`config.mk`:
```
export PLATFORM = sky130hd
export DESIGN_NAME = counter_display
export DESIGN_NICKNAME = d
export VERILOG_FILES = /design/src/rtl/counter_display.sv
export SDC_FILE = /design/constraint.sdc
export NUM_CORES = 1
export LEC_CHECK = 0
export ABC_AREA = 1
export CAP_MARGIN = 0
export CORE_AREA = 2 2 85 87
export CTS_CLUSTER_DIAMETER = 50
export CTS_CLUSTER_SIZE = 40
export DETAILED_ROUTE_END_ITERATION = 8
export DIE_AREA = 0 0 87 89
export PLACE_DENSITY = 0.77
export SLEW_MARGIN = 25
export SYNTH_ARGS = -nofsm -noshare
export SYNTH_HDL_FRONTEND = slang
export SYNTH_SLANG_ARGS = --single-unit
```
`constraint.sdc`:
```
create_clock -name clk_core -period 5.7 [get_ports clk_core]
set_input_delay 1.14 -clock clk_core [delete_from_list [all_inputs] [get_ports clk_core]]
set_output_delay 1.14 -clock clk_core [all_outputs]
set_load 0.005 [all_outputs]
```
`src/rtl/counter_display.sv`:
```
// Six-digit multiplexed seven-segment driver for mm:ss.hh. The three fields are
// snapshotted once per scan frame and shown on active-low anodes and segments.
module counter_display #(
  parameter int SCAN_DIV = 50000
) (
  input  logic       clk_core,
  input  logic       rst,
  input  logic       disp_en,
  input  logic [5:0] min_i,
  input  logic [5:0] sec_i,
  input  logic [6:0] ms_10_i,
  output logic [5:0] an,
  output logic [6:0] seg,
  output logic       dp
);

  localparam int DIV_W = (SCAN_DIV > 2) ? $clog2(SCAN_DIV) : 1;
  localparam logic [DIV_W-1:0] DIV_LAST = DIV_W'(SCAN_DIV - 1);
  localparam logic [2:0] DIGIT_LAST = 3'd5;
  localparam logic [6:0] SEG_DASH = 7'b0111111;

  logic [DIV_W-1:0] div_cnt_q, div_cnt_d;
  logic [2:0]       digit_q, digit_d;
  logic [5:0]       snap_min_q, snap_min_d;
  logic [5:0]       snap_sec_q, snap_sec_d;
  logic [6:0]       snap_ms_q, snap_ms_d;
  logic [5:0]       an_q, an_d;
  logic [6:0]       seg_q, seg_d;
  logic             dp_q, dp_d;

  logic       tick;
  logic       wrap;
  logic [7:0] ms_bcd, sec_bcd, min_bcd;
  logic [3:0] cur_val;
  logic       cur_dash;
  logic [5:0] cur_an;
  logic       cur_dp;

  // Tens/ones by threshold compare; the largest multiple of ten not exceeding v wins.
  function automatic logic [7:0] bcd_split(input logic [6:0] v);
    logic [3:0] tens;
    logic [3:0] ones;
    tens = 4'd0;
    ones = v[3:0];
    for (int k = 1; k < 10; k++) begin
      if (v >= 7'(k * 10)) begin
        tens = 4'(k);
        ones = 4'(v - 7'(k * 10));
      end
    end
    return {tens, ones};
  endfunction

  function automatic logic [6:0] seg_lut(input logic [3:0] d);
    logic [6:0] s;
    case (d)
      4'd0:    s = 7'b1000000;
      4'd1:    s = 7'b1111001;
      4'd2:    s = 7'b0100100;
      4'd3:    s = 7'b0110000;
      4'd4:    s = 7'b0011001;
      4'd5:    s = 7'b0010010;
      4'd6:    s = 7'b0000010;
      4'd7:    s = 7'b1111000;
      4'd8:    s = 7'b0000000;
      4'd9:    s = 7'b0010000;
      default: s = SEG_DASH;
    endcase
    return s;
  endfunction

  always_comb begin
    tick      = (div_cnt_q == DIV_LAST);
    wrap      = tick && (digit_q == DIGIT_LAST);
    div_cnt_d = tick ? '0 : div_cnt_q + 1'b1;
    digit_d   = digit_q;
    if (tick) begin
      digit_d = (digit_q == DIGIT_LAST) ? 3'd0 : digit_q + 3'd1;
    end
    snap_min_d = wrap ? min_i   : snap_min_q;
    snap_sec_d = wrap ? sec_i   : snap_sec_q;
    snap_ms_d  = wrap ? ms_10_i : snap_ms_q;
  end

  always_comb begin
    ms_bcd   = bcd_split(snap_ms_q);
    sec_bcd  = bcd_split({1'b0, snap_sec_q});
    min_bcd  = bcd_split({1'b0, snap_min_q});
    cur_val  = ms_bcd[3:0];
    cur_dash = 1'b0;
    cur_an   = 6'b111111;
    cur_dp   = 1'b1;
    case (digit_q)
      3'd0: begin cur_val = ms_bcd[3:0];  cur_dash = (snap_ms_q > 7'd99); cur_an = 6'b111110; end
      3'd1: begin cur_val = ms_bcd[7:4];  cur_dash = (snap_ms_q > 7'd99); cur_an = 6'b111101; end
      3'd2: begin cur_val = sec_bcd[3:0]; cur_an = 6'b111011; cur_dp = 1'b0; end
      3'd3: begin cur_val = sec_bcd[7:4]; cur_an = 6'b110111; end
      3'd4: begin cur_val = min_bcd[3:0]; cur_an = 6'b101111; cur_dp = 1'b0; end
      3'd5: begin cur_val = min_bcd[7:4]; cur_an = 6'b011111; end
      default: begin cur_val = 4'd0; cur_an = 6'b111111; end
    endcase
    // Segments keep tracking while disabled; only anodes and dp are blanked.
    seg_d = cur_dash ? SEG_DASH : seg_lut(cur_val);
    an_d  = disp_en ? cur_an : 6'b111111;
    dp_d  = disp_en ? cur_dp : 1'b1;
  end

  always_ff @(posedge clk_core or posedge rst) begin
    if (rst) begin
      div_cnt_q  <= '0;
      digit_q    <= 3'd0;
      snap_min_q <= 6'd0;
      snap_sec_q <= 6'd0;
      snap_ms_q  <= 7'd0;
      an_q       <= 6'b111111;
      seg_q      <= 7'b1111111;
      dp_q       <= 1'b1;
    end else begin
      div_cnt_q  <= div_cnt_d;
      digit_q    <= digit_d;
      snap_min_q <= snap_min_d;
      snap_sec_q <= snap_sec_d;
      snap_ms_q  <= snap_ms_d;
      an_q       <= an_d;
      seg_q      <= seg_d;
      dp_q       <= dp_d;
    end
  end

  assign an  = an_q;
  assign seg = seg_q;
  assign dp  = dp_q;

endmodule

```
==> run_results.csv <==
group,metric,value,unit
global_route,grt_pass1_wl,15400,um
synth,yosysWarnings,0,
sta,grt_setup_unrepaired,"no",
drt,wire_per_inst,13.4,um
cts,post_cts_resized,0,
floorplan,die_h,89,um
cts,postCtsHoldBufs,0,
setup_path,worstPathCellList,"inv_1, ha_1, o21ai_1, a31oi_1, nand2_1, nand2_1, nand2_1, nand2_1, nand3_1, nand3_1, nand3_1, nor2_4, inv_1, ha_1, inv_1, nand2_1, nand3_1, nand3_1",
global_route,grt_max_degree,53,
synth,synth-seq-area-share,33.4,%
synth,ys.flop_type,"dfrtp_1",
finish,layout-area-overhead-vs-synth,12.5,%
sta,worst_pin_slew,970,ps
setup_path,crit_fanout,9,
run_status,status,"completed",
finish,n_fill_cell,597,
setup_path,arrival,3180,ps
setup_path,worst_path_max_delay_cell,"dfrtp_1",
drt,drc,0,
cts,cts_tree,"built",
setup_path,slowest_delay,440,ps
sta,fin_crit_sh,52.1,%
placement,hpwl,6920,um
global_route,grt_usage,24.5,%
global_route,grt-ovfl-total,0,
synth,syn_inst,570,
finish,multi_input_area,2230,um2
floorplan,start_util,58.8,%
setup_path,critical_path_required,5910,ps
cts,clk_latency,330,ps
cts,post_cts_buffers,0,
power_and_ir_drop,p_leak,0.00227,uW
drt,wl,9120,um
setup_path,crit_buf_inv,3,
cts,numCtsBuffers,5,
synth,ys_ff_latch,52,
finish,finish.instance_area,4440,um2
power_and_ir_drop,power_frac_seq,49.1,%
power_and_ir_drop,swShare,32.6,%
drt,dr.first_iter.drc_count,242,
synth,yosysTopAreaCell,"dfrtp_1",
sta,slew_headroom,34.3,%
setup_path,critical-path-top-delay-family,"simple AND/OR/NAND/NOR gates",
synth,syn_nets,622,
setup_path,end_kind,"flop",
synth,synth.top_cell.area_share,24.1,%
power_and_ir_drop,p_int,564,uW
sta,setup_viol,0,
drt,wl_met3,301,um
sta,setup_ws,2730,ps
cts,cts_sinks,52,
synth,async_flop_share,100,%
cts,cts-root-buf,"clkbuf_8",
setup_path,critPathLaunchType,"flop",
hold_path,hold_path_end,"div_cnt_q[0]$_DFF_PP0_",
sta,fin_skew,17.2,ps
sta,slew_viol_final,0,
placement,placed_area,4350,um2
drt,num_vias,3676,
global_route,antenna_found_initial,0,
setup_path,worst_r2r_endpoint,"seg[3]$_DFF_PP1_",
synth,syn_area,3950,um2
placement,gp_congestion,0.952,
placement,portBuffers,35,
setup_path,reg2reg_depth,18,
global_route,grt_pass1_vias,3454,
synth,synth_common_cells,"144 x nand2_1, 83 x inv_1, 70 x nor2_1, 45 x a21oi_1, 42 x nand3_1",
cts,clk_pin_slew_worst_paths,100,ps
setup_path,r2r-start,"snap_sec_q[2]$_DFFE_PP0P_",
hold_path,min_path_type,"reg2reg",
floorplan,core.rowCount,30,
floorplan,core_area,6720,um2
sta,fin_crit,2970,ps
synth,synth.avg_cell_area,6.93,um2
hold_path,min_from,"div_cnt_q[0]$_DFF_PP0_",
drt,top_layer_used,"met4",
synth,synth.most_common_cell,"nand2_1",
sta,fmax,0.337,GHz
setup_path,worstSetupPathType,"reg2reg",
drt,ant_nets,0,
drt,drtPass1Iterations,4,
finish,register_area,1320,um2
placement,post-place-ws,2800,ps
power_and_ir_drop,cellPowerDensity,188,nW/um2
drt,met2_length,4390,um
setup_path,r2r_setup_slack,2730,ps
drt,via_per_inst,5.38,
hold_path,hold_depth,1,
power_and_ir_drop,power.total,836,uW
sta,setup_tns,0,ps
finish,diodes,0,
floorplan,dieArea,7740,um2
floorplan,ios,36,
synth,synth_edf_count,0,
synth,synthTopCellsByArea,"dfrtp_1 24%, nand2_1 14%, ha_1 9.5%, dfstp_2 9.3%, inv_1 7.9%",
cts,clk_path_buf_depth,2,
power_and_ir_drop,p_sw,272,uW
floorplan,die_w,87,um
finish,drive_gt1_share,9.29,%
sta,hold_viol,0,
synth,ys_types,45,
finish,nets,654,
power_and_ir_drop,power_frac_comb,23.0,%
drt,met1_length,4310,um
power_and_ir_drop,clkPwrFrac,27.9,%
cts,h-tree-depth,2,
flow_run,drv_cap,0,
power_and_ir_drop,vdd_drop_max,0.0987,mV
==> metrics by stage <==
step / utilization (%) / cells / hold WS (ps)
after floorplan: - / 570 / 433
final: 66.1 / 683 / 468
after CTS: 66.1 / 683 / 469
after global routing: 66.1 / 683 / 493
after detailed placement: 64.7 / 675 / 454
after global placement: 64.7 / 675 / 451
==> power groups by stage <==
| stage | logic, uW | clock network (uW) | registers, uW |
|---|---|---|---|
| 2_1_floorplan | 130 | 0 | 410 |
| 3_3_place_gp | 187 | 0 | 417 |
| 3_5_place_dp | 191 | 0 | 417 |
| 4_1_cts | 192 | 237 | 410 |
| 5_1_grt | 217 | 251 | 413 |
| 6_report | 192 | 234 | 410 |
==> routing by layer <==
| metal | GRT usage (%) | vias up |
|---|---|---|
| met5 | 0 | - |
| met4 | 7.24 | 0 |
| met3 | 3.60 | 12 |
| met2 | 41.8 | 73 |
| met1 | 32.4 | 1709 |
| li1 | - | 1882 |
==> area by class of cell <==
class                   instances  area share, %
clock buffers                   5           1.55
multi-input cells             417           50.1
flip-flops and latches         52           29.7
clock inverters                 3          0.592
well taps                      80           2.25
repair buffers                 37           8.23
inverters                      89           7.58
==> kinds of logic after synthesis <==
| group | share of synthesized area, % |
|---|---|
| xor gates and xnor gates | 1.11 |
| and+or+nand+nor | 32.3 |
| buffers and inverters | 10.2 |
| DFF | 33.4 |
| AOI/OAI and AO/OA | 13.4 |
| adders and majority gates | 9.51 |
==> placed cells by master, fill, tap and decap left out, drive strengths merged, types with 2 or more instances in the layout <==
master and count:
o211ai 3, ha 30, a31oi 4, nor3 5, o21ai 23, buf 2, o22ai 2, nor2 78
dfstp 14, a21oi 49, nand3 45, xor2 4, dfrtp 38, clkbuf 5, nand4 8, a221oi 2
clkdlybuf4s50 35, nand2 152, inv 91
==> worst max path at each step <==
| stage | endpoint | from | slack, ps | cells after the start |
|---|---|---|---|---|
| 6_report | seg[3]$_DFF_PP1_ | snap_sec_q[2]$_DFFE_PP0P_ | 2730 | 18 |
| 5_1_grt | seg[3]$_DFF_PP1_ | snap_sec_q[2]$_DFFE_PP0P_ | 2460 | 18 |
| 4_1_cts | seg[3]$_DFF_PP1_ | snap_sec_q[2]$_DFFE_PP0P_ | 2780 | 18 |
| 3_5_place_dp | seg[3]$_DFF_PP1_ | snap_sec_q[2]$_DFFE_PP0P_ | 2800 | 18 |
| 3_3_place_gp | seg[3]$_DFF_PP1_ | snap_sec_q[2]$_DFFE_PP0P_ | 2930 | 16 |
| 2_1_floorplan | seg[3]$_DFF_PP1_ | snap_sec_q[3]$_DFFE_PP0P_ | 3260 | 19 |
==> worst reg2reg max path: stages, from the launching register on <==
cell and delay [ps]:
dfrtp_1 440, inv_1 270, ha_1 230, o21ai_1 90
a31oi_1 350, nand2_1 120, nand2_1 90, nand2_1 60
nand2_1 100, nand3_1 70, nand3_1 100, nand3_1 130
nor2_4 190, inv_1 80, ha_1 290, inv_1 50
nand2_1 60, nand3_1 70, nand3_1 70
==> registers in the layout, indices dropped and copies added, names as in the netlist <==
signal      cells
an              6
digit_q         3
div_cnt_q      16
dp              1
seg             7
snap_min_q      6
snap_ms_q       7
snap_sec_q      6
(Power assumes the default switching activity.)
==> patch: new RTL, config.mk and constraints unchanged <==
Remove the register `an_q`: a continuous assignment takes its place, so the output `an` follows one clock earlier.
--- a/src/rtl/counter_display.sv
+++ b/src/rtl/counter_display.sv
@@ -112,7 +112,6 @@
       snap_min_q <= 6'd0;
       snap_sec_q <= 6'd0;
       snap_ms_q  <= 7'd0;
-      an_q       <= 6'b111111;
       seg_q      <= 7'b1111111;
       dp_q       <= 1'b1;
     end else begin
@@ -121,11 +120,12 @@
       snap_min_q <= snap_min_d;
       snap_sec_q <= snap_sec_d;
       snap_ms_q  <= snap_ms_d;
-      an_q       <= an_d;
       seg_q      <= seg_d;
       dp_q       <= dp_d;
     end
   end
+
+  assign an_q = an_d;
 
   assign an  = an_q;
   assign seg = seg_q;
Behaviour: not the same (a bounded check fails within 4 cycles, from zero or initial values and one cycle with rst high).
==> patch against the original RTL <==
  * Total power decreased by 2.8%
  * Sequential cell count fell by 6
  * Utilization decreased by 0.093 points
  * Design area shrank 0.14%
  * Register-to-register slack improved by 200 ps
  * Wire length is 7.0% lower
  * Clock power increased by 8%
  * Setup slack lost 620 ps
  * Via count is 1.1% lower
  * Synthesized area is 0.79% lower
  * Global-route usage shrank 0.77 points
  * Combinational power is essentially flat
  * Final cell count shrank 3.7%
==> patch: results (changes against the original RTL) <==
Run status
  – Status: finished clean

Placed design
  – Dpl hpwl: 6558 µm (-5.2%)
  – Placed Cells: 650 (-3.7%)
  – GPL Wtd Cong: 0.9456 (-0.68%)
  – Dpl ws: 2111 ps (-688.0 ps)
  – Dpl cell area: 4322 µm² (-0.58%)

Synthesis
  – Post-Synth Adder-Cell Area: 0.09901 (+0.003953)
  – Post-synthesis mux area share: 0.05462 (+0.05462)
  – Distinct cell type count after synthesis: 43 (-4.4%)
  – Sequential area share after synthesis: 0.2964 (-0.03758)
  – Mapped Avg Cell Area: 7.241 µm² (+4.5%)
  – Syn_nets: 594 (-4.5%)
  – Synth Area in Compound Gates: 0.1051 (-0.02927)
  – Synth top cells by count: nand2_1 (133), inv_1 (73), nand3_1 (49)

Setup path
  – FF-to-FF setup slack: 2930 ps (+200 ps)
  – CP max-delay cell: clkdlybuf4s50_1
  – Reg-to-Reg Start: snap_ms_q[2]
  – FF-to-FF path depth: 21 (+3)
  – Crit Path Max Fanout: 5 (-4)
  – Crit path DAT: 2450 ps (-730 ps)
  – Largest stage delay on the critical path: 500 ps (+60 ps)

Global route
  – GRT Util Overall: 0.2373 (-0.007673)
  – Met2 usage in global routing: 0.4427 (+0.02498)
  – GRT met1 Usage: 0.2867 (-0.03735)
  – Vias in the first global route: 3510 (+1.6%)
  – Grt met3 use: 0.03232 (-0.003693)
  – Largest net degree at the start of global routing: 47 (-11%)

Power and ir drop
  – Worst vdd ir: 0.1099 mV (+11%)
  – Static leakage: 2.231 nW (-1.6%)

Detailed routing
  – Met1 Routed Length: 3664 µm (-15%)
  – Total Wirelength: 8477 µm (-7.0%)
  – Vias per cell: 5.526 (+2.7%)
  – Met3 wire len: 254 µm (-16%)
  – Met2 WL: 4431 µm (+1.0%)

Timing
  – Max Clock Skew: 11.27 ps (-5.921 ps)
  – Max_slew headroom: 0.4796 (+0.1366)
  – Min Hold Slack: 475.2 ps (+7.403 ps)

Cells and area
  – Share of layout cells above drive strength 1: 0.1263 (+0.03343)
  – Fillers: 602 (+0.84%)

Clocking
  – Setup Fix Bufs, Post-CTS: 0 (unchanged)
  – Clock Path Buffers: 2 (unchanged)
  – Worst skew pair latency: 300 ps (-30 ps)
-- patch: cell types whose count changed after synthesis, moves of 10 or more --
cell	change
nand2_1	-11
nor2_1	-24
a21oi_1	-21
mux2_2	+14
inv_1	-10
-- patch: where the power goes --
part / switching [mW] / internal [mW]
logic: 0.108 / 0.0839
registers: 0.0187 / 0.349
clock network: 0.121 / 0.132
-- patch: final cells by class --
class,instances,area (µm²),share of cell area
Inverter,85,320.3,0.07221
Tap cell,80,100.1,0.02257
Clock buffer,5,68.82,0.01551
Sequential cell,46,1161,0.2618
Timing Repair Buffer,35,350.3,0.07898
Clock inverter,3,43.79,0.009873
Multi-Input combinational cell,404,2391,0.5391
-- patch: how the worst max path moves through the flow --
stage	from	end	slack, ps	cells after the start
after floorplan	disp_en	an[0]	3110	3
after global placement	disp_en	an[1]	2130	5
after detailed placement	disp_en	an[1]	2110	5
after CTS	disp_en	an[1]	2110	5
after global routing	disp_en	an[0]	2030	5
final	disp_en	an[1]	2110	5
